<file path="config.mk">
export PLATFORM = sky130hd
export DESIGN_NAME = vga_sync_blink
export DESIGN_NICKNAME = d
export VERILOG_FILES = /design/src/rtl/vga_sync_blink.sv
export SDC_FILE = /design/constraint.sdc
export NUM_CORES = 1
export LEC_CHECK = 0
export CORE_MARGIN = 2
export CORE_UTILIZATION = 53
export DETAILED_ROUTE_END_ITERATION = 7
export PLACE_DENSITY = 0.79
export REMOVE_ABC_BUFFERS = 1
export SYNTH_ARGS = -nofsm -noshare
export SYNTH_HDL_FRONTEND = slang
export SYNTH_SLANG_ARGS = --single-unit
</file>
<file path="constraint.sdc">
create_clock -name clk -period 2.21 [get_ports clk]
set_input_delay 0.663 -clock clk [delete_from_list [all_inputs] [get_ports clk]]
set_output_delay 0.663 -clock clk [all_outputs]
set_load 0.02 [all_outputs]
</file>
<file path="src/rtl/vga_sync_blink.sv">
// vga_sync_blink: 640x480@60 VGA timing from a divided pixel enable, with frame pulse and cursor blink.
module vga_sync_blink #(
    parameter int H_DISPLAY    = 640,
    parameter int H_FRONT      = 16,
    parameter int H_SYNC       = 96,
    parameter int H_BACK       = 48,
    parameter int V_DISPLAY    = 480,
    parameter int V_FRONT      = 10,
    parameter int V_SYNC       = 2,
    parameter int V_BACK       = 33,
    parameter int CLK_DIV      = 4,
    parameter int BLINK_FRAMES = 30
) (
    input  logic       clk,
    input  logic       reset,
    output logic       p_tick,
    output logic [9:0] pixel_x,
    output logic [9:0] pixel_y,
    output logic       video_on,
    output logic       hsync,
    output logic       vsync,
    output logic       frame_tick,
    output logic       parpadeo
);
    localparam int H_TOTAL = H_DISPLAY + H_FRONT + H_SYNC + H_BACK;
    localparam int V_TOTAL = V_DISPLAY + V_FRONT + V_SYNC + V_BACK;
    localparam int DW = $clog2(CLK_DIV);
    localparam int BW = BLINK_FRAMES > 1 ? $clog2(BLINK_FRAMES) : 1;
    localparam logic [DW-1:0] DIV_MAX = DW'(CLK_DIV - 1);
    localparam logic [BW-1:0] BLINK_MAX = BW'(BLINK_FRAMES - 1);
    localparam logic [9:0] H_MAX = 10'(H_TOTAL - 1);
    localparam logic [9:0] V_MAX = 10'(V_TOTAL - 1);
    localparam logic [9:0] H_VIS = 10'(H_DISPLAY);
    localparam logic [9:0] V_VIS = 10'(V_DISPLAY);
    localparam logic [9:0] HS_START = 10'(H_DISPLAY + H_FRONT);
    localparam logic [9:0] HS_END = 10'(H_DISPLAY + H_FRONT + H_SYNC - 1);
    localparam logic [9:0] VS_START = 10'(V_DISPLAY + V_FRONT);
    localparam logic [9:0] VS_END = 10'(V_DISPLAY + V_FRONT + V_SYNC - 1);

    logic [DW-1:0] div_cnt;
    logic [BW-1:0] blink_cnt;
    logic [9:0] x_next, y_next;
    logic x_wrap, frame_wrap, blink_last;

    always_comb begin
        x_wrap = pixel_x == H_MAX;
        frame_wrap = x_wrap && pixel_y == V_MAX;
        blink_last = blink_cnt == BLINK_MAX;
        x_next = x_wrap ? 10'd0 : pixel_x + 10'd1;
        y_next = frame_wrap ? 10'd0 : x_wrap ? pixel_y + 10'd1 : pixel_y;
    end

    assign video_on = pixel_x < H_VIS && pixel_y < V_VIS;

    // Sync levels are computed from the next coordinates so they track the displayed pixel exactly.
    always_ff @(posedge clk) begin
        if (reset) begin
            div_cnt    <= '0;
            p_tick     <= 1'b0;
            pixel_x    <= '0;
            pixel_y    <= '0;
            hsync      <= 1'b1;
            vsync      <= 1'b1;
            frame_tick <= 1'b0;
            blink_cnt  <= '0;
            parpadeo   <= 1'b0;
        end else begin
            div_cnt    <= div_cnt == DIV_MAX ? '0 : div_cnt + DW'(1);
            p_tick     <= div_cnt == DIV_MAX;
            frame_tick <= p_tick && frame_wrap;
            if (p_tick) begin
                pixel_x <= x_next;
                pixel_y <= y_next;
                hsync   <= !(x_next >= HS_START && x_next <= HS_END);
                vsync   <= !(y_next >= VS_START && y_next <= VS_END);
                if (frame_wrap) begin
                    blink_cnt <= blink_last ? '0 : blink_cnt + BW'(1);
                    if (blink_last) parpadeo <= !parpadeo;
                end
            end
        end
    end
endmodule

</file>
# Word level (Yosys, flattened, before mapping)
# Index checks and enable logic that the tools add are counted.
# totals
wordCells,38
register_bits,32
output_inout_bits,26
# classes
n_lt_le_gt_ge,6
n_reduce_logical,11
eq_ne,4
n_mux,4
n_addsub,4
# ops
cell,count
10-bit 2-to-1 mux,3
10-bit by 1-bit adder with 10-bit output (second input constant),2
10-bit == test (second input constant),2
10-bit >= comparator (second input constant),1
10-bit by 9-bit >= comparator with 1-bit output (second input constant),1
10-bit <= comparator (second input constant),1
10-bit by 9-bit <= comparator with 1-bit output (second input constant),1
10-bit less-than comparator (second input constant),1
10-bit by 9-bit less-than comparator with 1-bit output (second input constant),1
5-bit by 1-bit adder with 5-bit output (second input constant),1
5-bit == test (second input constant),1
1-bit logical AND,5
5-bit 2-to-1 mux,1
1-bit logical NOT,3
3-bit AND reduction,1
2-bit by 1-bit adder with 2-bit output (second input constant),1
2-bit == test (second input constant),1
2-bit AND reduction,1
2-bit OR reduction,1

# Logic depth before layout (Yosys ltp)
# Gate-level depths: netlist of the first run.
# logic_depth
ltp_word,6
ltp_mapped,8

# Worst setup path before layout of the first run
# No wires, ideal clock.
# synth_timing
path_kind,register to register
from,reg pixel_x[0]
to,reg vsync
arrival_time_ns,1.898
path_slack_ns,0.187
synth_period_minus_slack_ns,2.023
path_buffers,0
path_stages_with_launch,8
setup_ns,0.125
cell_sequence,dfxtp_1 -> ha_1 -> and4_1 -> and3_1 -> nand3_1 -> a2bb2o_4 -> nor4_2 -> o21ai_1
# synth_between
elab_chain_cells,6
# synth_lines
element,line_no,rtl
start: declaration,17,"output logic [9:0] pixel_x,"
start signal: assignment,72,pixel_x <= x_next;
10-bit == test *,46,x_wrap = pixel_x == H_MAX;
10-bit 2-to-1 mux / 1-bit logical AND (equally long branches),"50, 47",
10-bit 2-to-1 mux *,50,y_next = frame_wrap ? 10'd0 : x_wrap ? pixel_y + 10'd1 : pixel_y;
10-bit by 9-bit >= comparator with 1-bit output / 10-bit by 9-bit <= comparator with 1-bit output (equally long branches),75,vsync <= !(y_next >= VS_START && y_next <= VS_END);
1-bit logical AND *,75,
1-bit logical NOT *,75,
end signal: assignment,75,
end: declaration,21,"output logic vsync,"
# Every way passes the cells marked *; elsewhere a longest branch is shown, timed or not.
# A chain may end at the register's enable or synchronous reset.

# Worst setup path after layout of the first run
# layout_timing
from,reg pixel_y[0]
to,out pixel_y[0]
# layout_lines
element,line_no,rtl
start: declaration,18,"output logic [9:0] pixel_y,"
start signal: assignment,73,pixel_y <= y_next;
# No word-level cell between the ends.

==> results_dict.tcl, run 1 <==
set metrics [dict create \
    status "finished, final reports clean" \
    switching_power_uw 243.9 \
    tritoncts "done" \
    floorplan.io_pins 28 \
    wire_length_of_the_first_global_routing_pass_um 7031 \
    final-hold-violation-count 0 \
    detailed_place_hpwl_um 3002 \
    slew_viol_final 0 \
    n_fill_cell 308 \
    synthesis.instances 222 \
    drc 0 \
    detail-route-antenna-nets 0 \
    postRouteWirelength_um 4296 \
    via_count 1727 \
    die-height_um 63.05 \
    postSynth.topFlopCell "sky130_fd_sc_hd__dfxtp_1" \
    final-seq-area_um2 649.4 \
    timing.critical_path.required_ns 1.55 \
    finish.cell_count_without_fillers 304 \
    synth.area.top_cells "sky130_fd_sc_hd__dfxtp_1 35%, sky130_fd_sc_hd__nor2_1 5.3%, sky130_fd_sc_hd__ha_1 4.7%" \
    cts-htree-levels 2 \
    synth_area_mm2 0.001848 \
    synth_seq_area_share_pct 34.66 \
    postSynth.asyncResetShare_pct 0 \
    post_cts_buffers 0 \
    worst-endpoint-arrival_ns 1.48 \
    n_antenna_cell 0 \
    yosys.area.top_type_share_pct 34.66 \
    yosysWarnings 0 \
    setup_violations 0 \
    place_congestion 0.8828 \
    powerDensity_mw_per_mm2 465.5 \
    area_growth_syn_to_layout_pct 26.00 \
    grt_antenna_before_repair 0 \
    final_net_count 266 \
    final_worst_clock_skew_ns 0.008979 \
    worstSetupStartpointType "register" \
    holdBufCountCts 0 \
    worstPathCellList "clkdlybuf4s50_1" \
    synth_most_common_cell "sky130_fd_sc_hd__dfxtp_1" \
    crit_type "reg -> out" \
    static-leakage-power_nw 0.8613 \
    grt.overflow.total 0 \
    grt_setup_unrepaired "false" \
    internal-power_uw 840.0 \
    seq_power_share_pct 54.4 \
    min_period_over_period_pct 97.12 \
    drive_gt1_share_pct 18.22 \
    max_freq_ghz 0.4659 \
    grt_pass1_vias 1577 \
    clock_tree.buffer_depth 2 \
    ir_worst_vdd_uv 444.2 \
    detailedRoute.firstIterationViolations 94 \
    cts.sink_count 32 \
    critical_path_s_top_delay_family "buffers and inverters" \
    total_of_max_cap_violations 0 \
    cts.clk_slew.worst_paths_ns 0.11 \
    die_area_mm2 0.003975 \
    synth.lib_cells_used.distinct 56 \
    number_of_synthesized_flops_with_an_enable_pin 0 \
    die-width_um 63.05 \
    row_count 21 \
    tightest_slew_ns 0.3056 \
    crit_path_top_delay_cell "sky130_fd_sc_hd__clkdlybuf4s50_1" \
    synth_top_cell_by_area "sky130_fd_sc_hd__dfxtp_1" \
    placed_cell_count 296 \
    core_mm2 0.003337 \
    grt_start_max_net_pins 32 \
    fin_total_pwr_mw 1.084 \
    postLayoutCoreUtil_pct 69.78 \
    most_common_library_cells_after_synthesis "32 x sky130_fd_sc_hd__dfxtp_1, 26 x sky130_fd_sc_hd__nor2_1, 19 x sky130_fd_sc_hd__nand2_1" \
    worstHoldPathType "reg -> reg" \
    cts_inserted_buffers 5 \
    cts_root_buffer "sky130_fd_sc_hd__clkbuf_4" \
    initial_core_util_pct 55.38 \
    fin_setup_tns_ns 0 \
    rrSetupSlack_ns 0.21 \
    buffer_ports.inserted 27 \
    first_pass_iters 4 \
    max_stage_delay_ns 0.66 \
    comb_power_share_pct 4.1 \
    average_wire_per_cell_in_the_routed_design_um 14.13 \
    clock_power_share_pct 41.5 \
    clock_insertion_delay_worst_skew_ns 0.34 \
    synth_seq_cells 32 \
    timing.critical_path.fanout_max 8 \
    worstPathBufferInverterCount 1 \
    timing.final.crit_period_ns 2.146 \
    max_slew_margin_pct 79.35 \
    multi_input_comb_area_mm2 0.001130 \
    endpoint_class_of_the_critical_path "output port" \
    syn_area_per_cell_um2 8.324 \
    netSwitchingFraction_pct 22.50 \
    globalRouteTotalUtil_pct 22.56 \
    avgViaCountPerCell 5.681 \
]
[path summary, 6_finish.rpt]
path	from	to	cells past startpoint
max	pixel_y[0]$_SDFFE_PP0P_	pixel_y[0]	1
min	div_cnt[0]$_SDFF_PP0_	div_cnt[0]$_SDFF_PP0_	1
max reg2reg	pixel_y[1]$_SDFFE_PP0P_	vsync$_SDFFE_PP1P_	7
min reg2reg	div_cnt[0]$_SDFF_PP0_	div_cnt[0]$_SDFF_PP0_	1
[final cells by class]
cell class              count  area share (%)
multi-input cells         170           48.52
well taps                  46           2.472
clock buffers               5           1.612
inverters                   8           1.290
repair buffers             40           16.39
clock inverters             3           1.827
flip-flops and latches     32           27.89
[layout by cell type (no fill, tap or decap), drive strengths merged, types with 2 or more instances in the layout]
cell type,Yosys,routed
a211oi,4,4
a21oi,15,15
a311oi,2,2
a31o,3,3
and3,7,7
and4,4,4
buf,3,13
clkbuf,9,5
clkdlybuf4s50,0,25
dfxtp,32,32
ha,7,7
inv,8,8
nand2,19,19
nand3,10,10
nand4,7,7
nor2,29,29
nor2b,2,2
nor3,16,16
nor4b,2,2
o21ai,7,7
xnor2,8,8
xor2,4,4
[per-stage QoR]
stage / instance area (um^2) / hold WS (ns) / setup WS, ns
6_report: 2328 / 0.4437 / 0.06361
5_1_grt: 2328 / 0.4516 / 0.0003553
4_1_cts: 2320 / 0.4465 / 0.004518
2_1_floorplan: 1799 / 0.4030 / 0.1867
3_3_place_gp: 2237 / 0.4187 / 0.1969
3_5_place_dp: 2237 / 0.4295 / 0.1926
[state kept, by name, indices dropped and copies added (netlist names)]
name,count
p_tick,1
frame_tick,1
vsync,1
parpadeo,1
hsync,1
pixel_x,10
pixel_y,10
div_cnt,2
blink_cnt,5
[cells by family after synthesis]
family	count (synthesis)	synth area share, %
and+or+nand+nor	105	32.84
AOI/OAI and AO/OA	44	16.66
DFF	32	34.66
buffers and inverters	20	4.265
xor gates and xnor gates	12	5.687
adders and majority gates	7	4.739
muxes	2	1.151
[repair_timing]
item / CTS / global route
gates cloned: 0 / 0
setup endpoints to repair: 2 / 6
pin swaps: 0 / 0
resized for setup: 4 / 6
[power by group through the flow]
stage / Clock [mW] / Sequential [mW] / Combinational, mW
2_1_floorplan: 0 / 0.607 / 0.0136
3_3_place_gp: 0 / 0.603 / 0.0440
3_5_place_dp: 0 / 0.603 / 0.0447
4_1_cts: 0.454 / 0.590 / 0.0450
5_1_grt: 0.487 / 0.591 / 0.0480
6_report: 0.449 / 0.590 / 0.0448
[metal layers]
metal  global-route usage (%)  vias to the layer above  share of wire, %
met1                    27.39                      797                47
li1                         -                      870                 -
met2                    37.63                       50                46
met3                    5.357                       10               4.1
met5                        0                        -                 0
met4                    10.56                        0               2.2
(Power assumes the default switching activity.)
==> run 2, diff against run 1 <==
--- a/config.mk
+++ b/config.mk
@@ -7,6 +7,7 @@
 export LEC_CHECK = 0
 export CORE_MARGIN = 2
 export CORE_UTILIZATION = 53
+export CTS_CLUSTER_SIZE = 20
 export DETAILED_ROUTE_END_ITERATION = 7
 export PLACE_DENSITY = 0.79
 export REMOVE_ABC_BUFFERS = 1
==> results of run 2 <==
Final layout, timing and power as in run 1 (identical DEF).
